File: config.mk
export PLATFORM = sky130hd
export DESIGN_NAME = mem_arbiter_flat
export DESIGN_NICKNAME = d
export VERILOG_FILES = /design/src/rtl/mem_arbiter_if.sv /design/src/rtl/mem_arbiter.sv /design/src/flat_wrapper.sv
export SDC_FILE = /design/constraint.sdc
export NUM_CORES = 1
export LEC_CHECK = 0
export BUFFER_PORTS_ARGS = -buffer_cell sky130_fd_sc_hd__clkbuf_2
export CAP_MARGIN = 10
export CORE_MARGIN = 1.5
export CORE_UTILIZATION = 43
export DETAILED_ROUTE_END_ITERATION = 10
export GPL_ROUTABILITY_DRIVEN = 0
export PLACE_DENSITY = 0.81
export SLEW_MARGIN = 15
export SYNTH_ARGS = -nofsm -noshare
export SYNTH_HDL_FRONTEND = slang
export SYNTH_SLANG_ARGS = --single-unit
File: constraint.sdc
create_clock -name clk -period 1.7 [get_ports clk]
set_clock_uncertainty 0.05 [all_clocks]
set_input_delay 0.085 -clock clk [delete_from_list [all_inputs] [get_ports clk]]
set_output_delay 0.085 -clock clk [all_outputs]
set_load 0.05 [all_outputs]
File: src/rtl/mem_arbiter_if.sv
// Bus bundle between the pipeline (IF / MEM stages), the memory arbiter
// and the single-port RAM. The arbiter sits on the slave side; the
// pipeline plus RAM model sit on the master side.
interface mem_arbiter_if #(
  parameter int WIDTH = 32
);
  // Fetch port
  logic             if_req;
  logic [WIDTH-1:0] if_addr;
  logic [WIDTH-1:0] if_rdata;
  logic             if_ready;
  // Data port
  logic             mem_req;
  logic             mem_we;
  logic [WIDTH-1:0] mem_addr;
  logic [WIDTH-1:0] mem_wdata;
  logic [WIDTH-1:0] mem_rdata;
  logic             mem_ready;
  // RAM port
  logic             ram_en;
  logic             ram_we;
  logic [WIDTH-1:0] ram_addr;
  logic [WIDTH-1:0] ram_wdata;
  logic [WIDTH-1:0] ram_rdata;
  logic             ram_ack;
  // Pipeline control
  logic             pc_write;
  logic             ifid_write;
  logic             exmem_stall;
  logic             err;

  // Arbiter side
  modport slave (
    input  if_req, if_addr, mem_req, mem_we, mem_addr, mem_wdata,
           ram_rdata, ram_ack,
    output if_rdata, if_ready, mem_rdata, mem_ready,
           ram_en, ram_we, ram_addr, ram_wdata,
           pc_write, ifid_write, exmem_stall, err
  );

  // Pipeline / RAM side
  modport master (
    output if_req, if_addr, mem_req, mem_we, mem_addr, mem_wdata,
           ram_rdata, ram_ack,
    input  if_rdata, if_ready, mem_rdata, mem_ready,
           ram_en, ram_we, ram_addr, ram_wdata,
           pc_write, ifid_write, exmem_stall, err
  );
endinterface

File: src/rtl/mem_arbiter.sv
// Arbiter sharing one single-port RAM between the instruction fetch port
// and the MEM-stage data port. One access at a time: IDLE arbitrates,
// BUSY holds the RAM strobe until ram_ack (or a timeout), DONE pulses the
// granted port's ready for exactly one cycle. On simultaneous requests the
// data port wins unless it won last time, so fetch is never starved.
module mem_arbiter #(
  parameter int WIDTH   = 32,
  parameter int TIMEOUT = 15   // 1..255 BUSY cycles without ack before giving up
) (
  input  logic         clk,
  input  logic         rst,    // synchronous, active low
  mem_arbiter_if.slave bus
);

  typedef enum logic [1:0] {
    IDLE = 2'd0,
    BUSY = 2'd1,
    DONE = 2'd2
  } state_t;

  localparam logic       GNT_IF   = 1'b0;
  localparam logic       GNT_MEM  = 1'b1;
  localparam logic [7:0] CNT_LAST = 8'(TIMEOUT - 1);

  state_t           state_q, state_d;
  logic             gnt_q, gnt_d;           // current owner of the RAM
  logic             lg_q, lg_d;             // owner of the previous access
  logic             ram_en_q, ram_en_d;
  logic             ram_we_q, ram_we_d;
  logic [WIDTH-1:0] ram_addr_q, ram_addr_d;
  logic [WIDTH-1:0] ram_wdata_q, ram_wdata_d;
  logic [WIDTH-1:0] if_rdata_q, if_rdata_d;
  logic [WIDTH-1:0] mem_rdata_q, mem_rdata_d;
  logic [7:0]       cnt_q, cnt_d;           // BUSY cycles seen without ack
  logic             err_q, err_d;
  logic             sel_mem;                // arbitration result in IDLE
  logic             if_ready_w, mem_ready_w;

  // Next-state and datapath updates; everything holds unless a case changes it
  always_comb begin
    state_d     = state_q;
    gnt_d       = gnt_q;
    lg_d        = lg_q;
    ram_en_d    = ram_en_q;
    ram_we_d    = ram_we_q;
    ram_addr_d  = ram_addr_q;
    ram_wdata_d = ram_wdata_q;
    if_rdata_d  = if_rdata_q;
    mem_rdata_d = mem_rdata_q;
    cnt_d       = cnt_q;
    err_d       = err_q;
    // Data wins a tie unless it also won the previous access
    sel_mem     = bus.mem_req & ~(bus.if_req & lg_q);

    case (state_q)
      IDLE: begin
        if (bus.if_req | bus.mem_req) begin
          state_d     = BUSY;
          gnt_d       = sel_mem;
          lg_d        = sel_mem;
          ram_en_d    = 1'b1;
          ram_we_d    = sel_mem & bus.mem_we;
          ram_addr_d  = sel_mem ? bus.mem_addr : bus.if_addr;
          ram_wdata_d = sel_mem ? bus.mem_wdata : '0;
          cnt_d       = '0;
        end
      end

      BUSY: begin
        if (bus.ram_ack) begin
          // A store returns no data, so its load-data register reads zero
          if (gnt_q == GNT_MEM) begin
            mem_rdata_d = ram_we_q ? '0 : bus.ram_rdata;
          end else begin
            if_rdata_d = bus.ram_rdata;
          end
          ram_en_d = 1'b0;
          ram_we_d = 1'b0;
          state_d  = DONE;
        end else if (cnt_q == CNT_LAST) begin
          // Give up: release the RAM and complete with zero data
          if (gnt_q == GNT_MEM) begin
            mem_rdata_d = '0;
          end else begin
            if_rdata_d = '0;
          end
          ram_en_d = 1'b0;
          ram_we_d = 1'b0;
          err_d    = 1'b1;
          state_d  = DONE;
        end else begin
          cnt_d = cnt_q + 8'd1;
        end
      end

      DONE: begin
        state_d = IDLE;
      end

      default: begin
        state_d = IDLE;
      end
    endcase
  end

  // State and datapath registers with synchronous active-low reset
  always_ff @(posedge clk) begin
    if (!rst) begin
      state_q     <= IDLE;
      gnt_q       <= GNT_IF;
      lg_q        <= GNT_MEM;
      ram_en_q    <= 1'b0;
      ram_we_q    <= 1'b0;
      ram_addr_q  <= '0;
      ram_wdata_q <= '0;
      if_rdata_q  <= '0;
      mem_rdata_q <= '0;
      cnt_q       <= '0;
      err_q       <= 1'b0;
    end else begin
      state_q     <= state_d;
      gnt_q       <= gnt_d;
      lg_q        <= lg_d;
      ram_en_q    <= ram_en_d;
      ram_we_q    <= ram_we_d;
      ram_addr_q  <= ram_addr_d;
      ram_wdata_q <= ram_wdata_d;
      if_rdata_q  <= if_rdata_d;
      mem_rdata_q <= mem_rdata_d;
      cnt_q       <= cnt_d;
      err_q       <= err_d;
    end
  end

  // Ready pulses are decoded purely from registered state, so they are
  // glitch-free and last exactly the one DONE cycle
  assign if_ready_w  = (state_q == DONE) && (gnt_q == GNT_IF);
  assign mem_ready_w = (state_q == DONE) && (gnt_q == GNT_MEM);

  assign bus.if_ready  = if_ready_w;
  assign bus.mem_ready = mem_ready_w;
  assign bus.if_rdata  = if_rdata_q;
  assign bus.mem_rdata = mem_rdata_q;
  assign bus.ram_en    = ram_en_q;
  assign bus.ram_we    = ram_we_q;
  assign bus.ram_addr  = ram_addr_q;
  assign bus.ram_wdata = ram_wdata_q;
  assign bus.err       = err_q;

  // Pipeline hold: any stage with an outstanding request freezes the front end
  assign bus.pc_write    = ~((bus.if_req & ~if_ready_w) | (bus.mem_req & ~mem_ready_w));
  assign bus.ifid_write  = bus.pc_write;
  assign bus.exmem_stall = bus.mem_req & ~mem_ready_w;

endmodule

File: src/flat_wrapper.sv
// flat-port wrapper written by rule: the top's interface ports become plain ports
module mem_arbiter_flat 
#(
  parameter int WIDTH   = 32,
  parameter int TIMEOUT = 15                                                     
)
  (clk, rst, bus_if_req, bus_if_addr, bus_mem_req, bus_mem_we, bus_mem_addr, bus_mem_wdata, bus_ram_rdata, bus_ram_ack, bus_if_rdata, bus_if_ready, bus_mem_rdata, bus_mem_ready, bus_ram_en, bus_ram_we, bus_ram_addr, bus_ram_wdata, bus_pc_write, bus_ifid_write, bus_exmem_stall, bus_err);
  mem_arbiter_if #(.WIDTH(WIDTH)) bus_i ();
  input  logic clk;
  input  logic rst;
  input wire logic [$bits(bus_i.if_req)-1:0] bus_if_req;
  input wire logic [$bits(bus_i.if_addr)-1:0] bus_if_addr;
  input wire logic [$bits(bus_i.mem_req)-1:0] bus_mem_req;
  input wire logic [$bits(bus_i.mem_we)-1:0] bus_mem_we;
  input wire logic [$bits(bus_i.mem_addr)-1:0] bus_mem_addr;
  input wire logic [$bits(bus_i.mem_wdata)-1:0] bus_mem_wdata;
  input wire logic [$bits(bus_i.ram_rdata)-1:0] bus_ram_rdata;
  input wire logic [$bits(bus_i.ram_ack)-1:0] bus_ram_ack;
  output wire logic [$bits(bus_i.if_rdata)-1:0] bus_if_rdata;
  output wire logic [$bits(bus_i.if_ready)-1:0] bus_if_ready;
  output wire logic [$bits(bus_i.mem_rdata)-1:0] bus_mem_rdata;
  output wire logic [$bits(bus_i.mem_ready)-1:0] bus_mem_ready;
  output wire logic [$bits(bus_i.ram_en)-1:0] bus_ram_en;
  output wire logic [$bits(bus_i.ram_we)-1:0] bus_ram_we;
  output wire logic [$bits(bus_i.ram_addr)-1:0] bus_ram_addr;
  output wire logic [$bits(bus_i.ram_wdata)-1:0] bus_ram_wdata;
  output wire logic [$bits(bus_i.pc_write)-1:0] bus_pc_write;
  output wire logic [$bits(bus_i.ifid_write)-1:0] bus_ifid_write;
  output wire logic [$bits(bus_i.exmem_stall)-1:0] bus_exmem_stall;
  output wire logic [$bits(bus_i.err)-1:0] bus_err;
  assign bus_i.if_req = bus_if_req;
  assign bus_i.if_addr = bus_if_addr;
  assign bus_i.mem_req = bus_mem_req;
  assign bus_i.mem_we = bus_mem_we;
  assign bus_i.mem_addr = bus_mem_addr;
  assign bus_i.mem_wdata = bus_mem_wdata;
  assign bus_i.ram_rdata = bus_ram_rdata;
  assign bus_i.ram_ack = bus_ram_ack;
  assign bus_if_rdata = bus_i.if_rdata;
  assign bus_if_ready = bus_i.if_ready;
  assign bus_mem_rdata = bus_i.mem_rdata;
  assign bus_mem_ready = bus_i.mem_ready;
  assign bus_ram_en = bus_i.ram_en;
  assign bus_ram_we = bus_i.ram_we;
  assign bus_ram_addr = bus_i.ram_addr;
  assign bus_ram_wdata = bus_i.ram_wdata;
  assign bus_pc_write = bus_i.pc_write;
  assign bus_ifid_write = bus_i.ifid_write;
  assign bus_exmem_stall = bus_i.exmem_stall;
  assign bus_err = bus_i.err;
  mem_arbiter #(.WIDTH(WIDTH), .TIMEOUT(TIMEOUT)) u_core (.clk(clk), .rst(rst), .bus(bus_i));
endmodule
# Word-level counts from Yosys, hierarchy flattened
# Cells that the tools add are included.
dict set report totals {
  register_bits 143
  input_bits 134
  out_inout_bits 136
  wordCells 69
}
dict set report classes {
  addsub 1
  n_eq_ne 7
  muxes 25
  bitwise 13
  reduce_logical 12
}
# op count
set op_table {}
lappend op_table {{two-way mux 32 bit} 11}
lappend op_table {{two-way mux 8 bit} 3}
lappend op_table {{one-hot mux 8 bit (2 select lines)} 1}
lappend op_table {{AND reduction 3 bit} 4}
lappend op_table {{adder 8 x 1 -> 8 bit (second input constant)} 1}
lappend op_table {{equality test 8 x 4 -> 1 bit (second input constant)} 1}
lappend op_table {{two-way mux 2 bit} 3}
lappend op_table {{inverter 1 bit} 6}
lappend op_table {{AND 1 bit} 5}
lappend op_table {{two-way mux 1 bit} 4}
lappend op_table {{inequality test 2 bit (second input constant)} 2}
lappend op_table {{one-hot mux 1 bit (2 select lines)} 2}
lappend op_table {{one-hot mux 2 bit (2 select lines)} 1}
lappend op_table {{AND reduction 2 bit} 2}
lappend op_table {{AND reduction 4 bit} 1}
lappend op_table {{nonzero test 2 bit} 2}
lappend op_table {{inequality test 3 x 2 -> 1 bit (second input constant)} 1}
lappend op_table {{equality test 2 x 1 -> 1 bit (second input constant)} 1}
lappend op_table {{equality test 2 bit (second input constant)} 1}
lappend op_table {{logical AND 1 bit} 2}
lappend op_table {{zero test 2 bit} 1}
lappend op_table {{inequality test 2 x 1 -> 1 bit (second input constant)} 1}
lappend op_table {{bitwise OR 1 bit} 2}

# Longest topological paths before layout
dict set report depth {
  ltp_word 6
  ltp_mapped 8
  ltp_nobuf 5
}

# Least setup slack after synthesis
# OpenSTA, ideal clock, no wires.
dict set report synth_timing {
  kind {reg-to-output}
  start {register u_core.state_q[1]}
  end {output port bus_pc_write}
  arrival_time_ps 2758
  t_required_ps 1565
  path_slack_ps -1193
  path_stages_with_launch 5
  n_path_buf 1
  path_cell_list {dfxtp_1 > nor3b_1 > nor2b_1 > nor2_1 > buf_4}
}
dict set report synth_via {
  elab_chain_len 6
  elab_cells_between_ends 9
  cone_classes {eq/ne: 1; bitwise: 6; reduce/logical: 2}
}
# item line_no
set synth_lines {}
lappend synth_lines {{from (decl)} mem_arbiter.sv:25} ;# state_t state_q, state_d;
lappend synth_lines {{from (signal assigned)} mem_arbiter.sv:121} ;# state_q <= state_d;
lappend synth_lines {{equality test 2 bit} mem_arbiter.sv:137} ;# assign if_ready_w = (state_q == DONE) && (gnt_q == GNT_IF);
lappend synth_lines {{logical AND 1 bit} mem_arbiter.sv:137}
lappend synth_lines {{net bus_if_ready} flat_wrapper.sv:20} ;# output wire logic [$bits(bus_i.if_ready)-1:0] bus_if_ready;
lappend synth_lines {{inverter 1 bit} mem_arbiter.sv:151} ;# assign bus.pc_write = ~((bus.if_req & ~if_ready_w) | (bus.mem_req & ~mem_ready_w));
lappend synth_lines {{AND 1 bit} mem_arbiter.sv:151}
lappend synth_lines {{bitwise OR 1 bit} mem_arbiter.sv:151}
lappend synth_lines {{inverter 1 bit} mem_arbiter.sv:151}
lappend synth_lines {{to (decl)} flat_wrapper.sv:27} ;# output wire logic [$bits(bus_i.pc_write)-1:0] bus_pc_write;
# The timed path passes the listed nets, and every way through them passes these cells.

# Worst setup path after layout
dict set report layout_timing {
  start {register u_core.state_q[0]}
  end {output port bus_ifid_write}
}
dict set report layout_via {
  elab_chain_len 6
  elab_cells_between_ends 9
  cone_classes {eq/ne: 1; bitwise: 6; reduce/logical: 2}
}
# item line_no
set layout_lines {}
lappend layout_lines {{equality test 2 bit (*)} {mem_arbiter.sv:137, mem_arbiter.sv:138}}
lappend layout_lines {{logical AND 1 bit (on tied branches)} {mem_arbiter.sv:137, mem_arbiter.sv:138}}
lappend layout_lines {{inverter 1 bit} mem_arbiter.sv:151}
lappend layout_lines {{AND 1 bit} mem_arbiter.sv:151}
lappend layout_lines {{bitwise OR 1 bit (*)} mem_arbiter.sv:151}
lappend layout_lines {{inverter 1 bit (*)} mem_arbiter.sv:151}
lappend layout_lines {{to (decl)} flat_wrapper.sv:28} ;# output wire logic [$bits(bus_i.ifid_write)-1:0] bus_ifid_write;
# Every way passes the cells marked *; elsewhere a longest branch is shown, timed or not.

==> flow_summary.toml <==
[detailed_routing]
drt_iter0_drc = 556
drc = 0
drt-total-wl_mm = 21.2
dr.pass1.iters = 5
vias_per_cell = 5.42
drt-wirelength-per-cell_um = 17.3
ant_nets = 0
vias = 6618

[synth]
synth_seq_cells = 143
synth_area_um2 = 5970
postSynth.asyncResetShare = 0
avgSynthCellArea_um2 = 9.04
syn_inst = 661
synth_ff_type = "dfxtp_1"
syn_nets = 797
synth-edff-count = 0
synth_top_cells_by_area = "dfxtp_1 (48%), nor2_1 (6.5%), a21oi_1 (6.0%)"
synth_top_cell_by_area = "dfxtp_1"
synth_top_area_share = 0.479
ys_warn_count = 0
yosysSeqAreaShare = 0.479
ys_types = 47

[place]
place_ws_ps = -11.1
placed_cells = 1068
dp_hpwl_mm = 11.5
placedInstanceArea_um2 = 7540
port_buffers = 269

[global_routing]
grt_overflow = 0
grt_usage = 0.275
antenna_found_initial = 0
grt_first_pass_wirelength_mm = 31.8
grt_pass1_vias = 6279
grt_max_degree = 66

[sta]
worst_pin_slew_ps = 799
fin_crit_ps = 1700
finalHoldViolations = 0
slew_headroom = 0.467
slew_violations = 0
fmax_mhz = 589
setup_violations = 0
fin_crit_sh = 0.999
rsz0062_at_grt = "yes"
worst_slack_ps = 2.15

[pwr]
powerDensity_nw_per_um2 = 985
p_leak_nw = 4.10
ir_drop_mv = 0.667

[finish]
drive_gt1_frac = 0.344
design_area_um2 = 9450
area_growth_pct = 58.2
diodes = 0
nNetsFinal = 1171
finish.utilization = 0.705
fin_cells = 1221
mostFrequentLayoutCells = "clkbuf_2 (266), dfxtp_1 (140), dlygate4sd3_1 (121)"
layout_commonest_cell = "clkbuf_2"

[floorplanning]
die_h_um = 121
dieArea_um2 = 14600
core_um2 = 13400
ios = 270
initial_core_util = 0.446
die_w_um = 121
rows = 42

[critical_path]
crit_type = "reg -> out"
cp.arrival_ps = 1560
cp_max_fo = 5
cp-end-kind = "output pin"
crit_required_ps = 1560
start_kind = "register"

[clock_tree]
clkLatencyLatePin_ps = 410
cts_htree_levels = 4
clk_pin_slew_ps = 60
cts_sinks = 143
cts_buffer_depth = 2
cts-root-buf = "clkbuf_16"
numCtsBuffers = 17
cts_tree = "yes"

[min_path]
holdCritPathClass = "in -> reg"

[job]
cap_violations = 0

[run_status]
status = "finished, final reports clean"
-- worst max-delay path, cell delays in order (launching register included) --
cell and delay, ps:
dfxtp_2 330, buf_6 130, and3b_2 290, nor2b_4 60
nor2_4 170, buf_8 170
-- flip-flops by register name (all words and copies together), names as in the netlist --
name                  flops
u_core.bus.err            1
u_core.bus.if_rdata      32
u_core.bus.mem_rdata     32
u_core.bus.ram_addr      32
u_core.bus.ram_en         1
u_core.bus.ram_wdata     32
u_core.bus.ram_we         1
u_core.cnt_q              8
u_core.gnt_q              1
u_core.lg_q               1
u_core.state_q            2
-- synth_stat cells, types with 2 or more instances --
cell and count:
dfxtp_1 143, nor2_1 104, a21oi_1 72, nand2_1 38
and2_1 35, o21ai_0 34, a211oi_1 33, mux2i_1 33
a22oi_1 32, clkbuf_1 28, a311oi_1 21, buf_2 14
a311oi_2 11, buf_6 10, buf_1 4, buf_4 4
nand3_1 4, inv_1 3, nor3_1 3, o21a_1 3
and3_1 2, ha_1 2, nand4_1 2, nor2b_1 2
nor4_1 2
-- worst paths after layout --
check	from	endpoint	slack, ps	cells after the start
setup / recovery	u_core.state_q[0]$_SDFFE_PN0P_	bus_ifid_write	2	5
hold / removal	bus_if_addr[2]	u_core.bus.ram_addr[2]$_SDFFE_PN0P_	10	3
hold reg to reg	u_core.bus.ram_en$_SDFFE_PN0P_	u_core.bus.ram_en$_SDFFE_PN0P_	430	2
setup reg to reg	u_core.state_q[1]$_SDFFE_PN0P_	u_core.bus.mem_rdata[27]$_SDFFE_PN0P_	50	5
-- layout make-up --
| class | count | area [um^2] |
|---|---|---|
| clock buffer | 25 | 505 |
| multi-input combinational | 455 | 2880 |
| clock inverter | 4 | 52.6 |
| tap | 176 | 220 |
| fill | 966 | 3950 |
| inverter | 3 | 12.5 |
| sequential | 143 | 2870 |
| timing repair buffer | 415 | 2910 |
-- timing repair --
action | CTS | global route
gates cloned | 0 | 1
pin swaps | 2 | 2
gates resized for setup | 10 | 13
hold buffers | 120 | 1
endpoints found under the hold margin | 93 | 1
setup endpoints to repair | 7 | 65
setup buffers | 1 | 1
-- power by group --
group | total, mW | internal, mW | switching, mW
Sequential | 3.64 | 3.54 | 0.108
Clock | 3.55 | 2.19 | 1.36
Combinational | 2.11 | 0.744 | 1.37
-- per-stage QoR --
step	hold WS, ps	power (mW)	TNS (ps)
after floorplan	183	4.93	0
after global placement	271	5.45	0
after detailed placement	281	5.47	-11.1
after CTS	7.86	9.23	-7.86
after global routing	5.28	9.64	-71.0
final	13.1	9.31	0
-- layer usage --
layer  track usage  part of all wire  vias to the layer above
li1              -                 -                     3126
met1         0.310              0.39                     3096
met5             0                 0                        -
met2         0.468              0.49                      330
met4         0.138             0.039                        0
met3        0.0841             0.080                       66
-- kinds of logic (layout without fill, tap and decap cells) --
logic type	count (synthesis)	count (layout)	share of synthesized area
compound gates	215	215	0.245
simple gates	204	204	0.157
flops	143	143	0.479
buf+inv	63	447	0.0576
mux	33	33	0.0553
fa+ha+maj	2	2	0.00419
xor+xnor	1	1	0.00147
(Power assumes the default switching activity.)
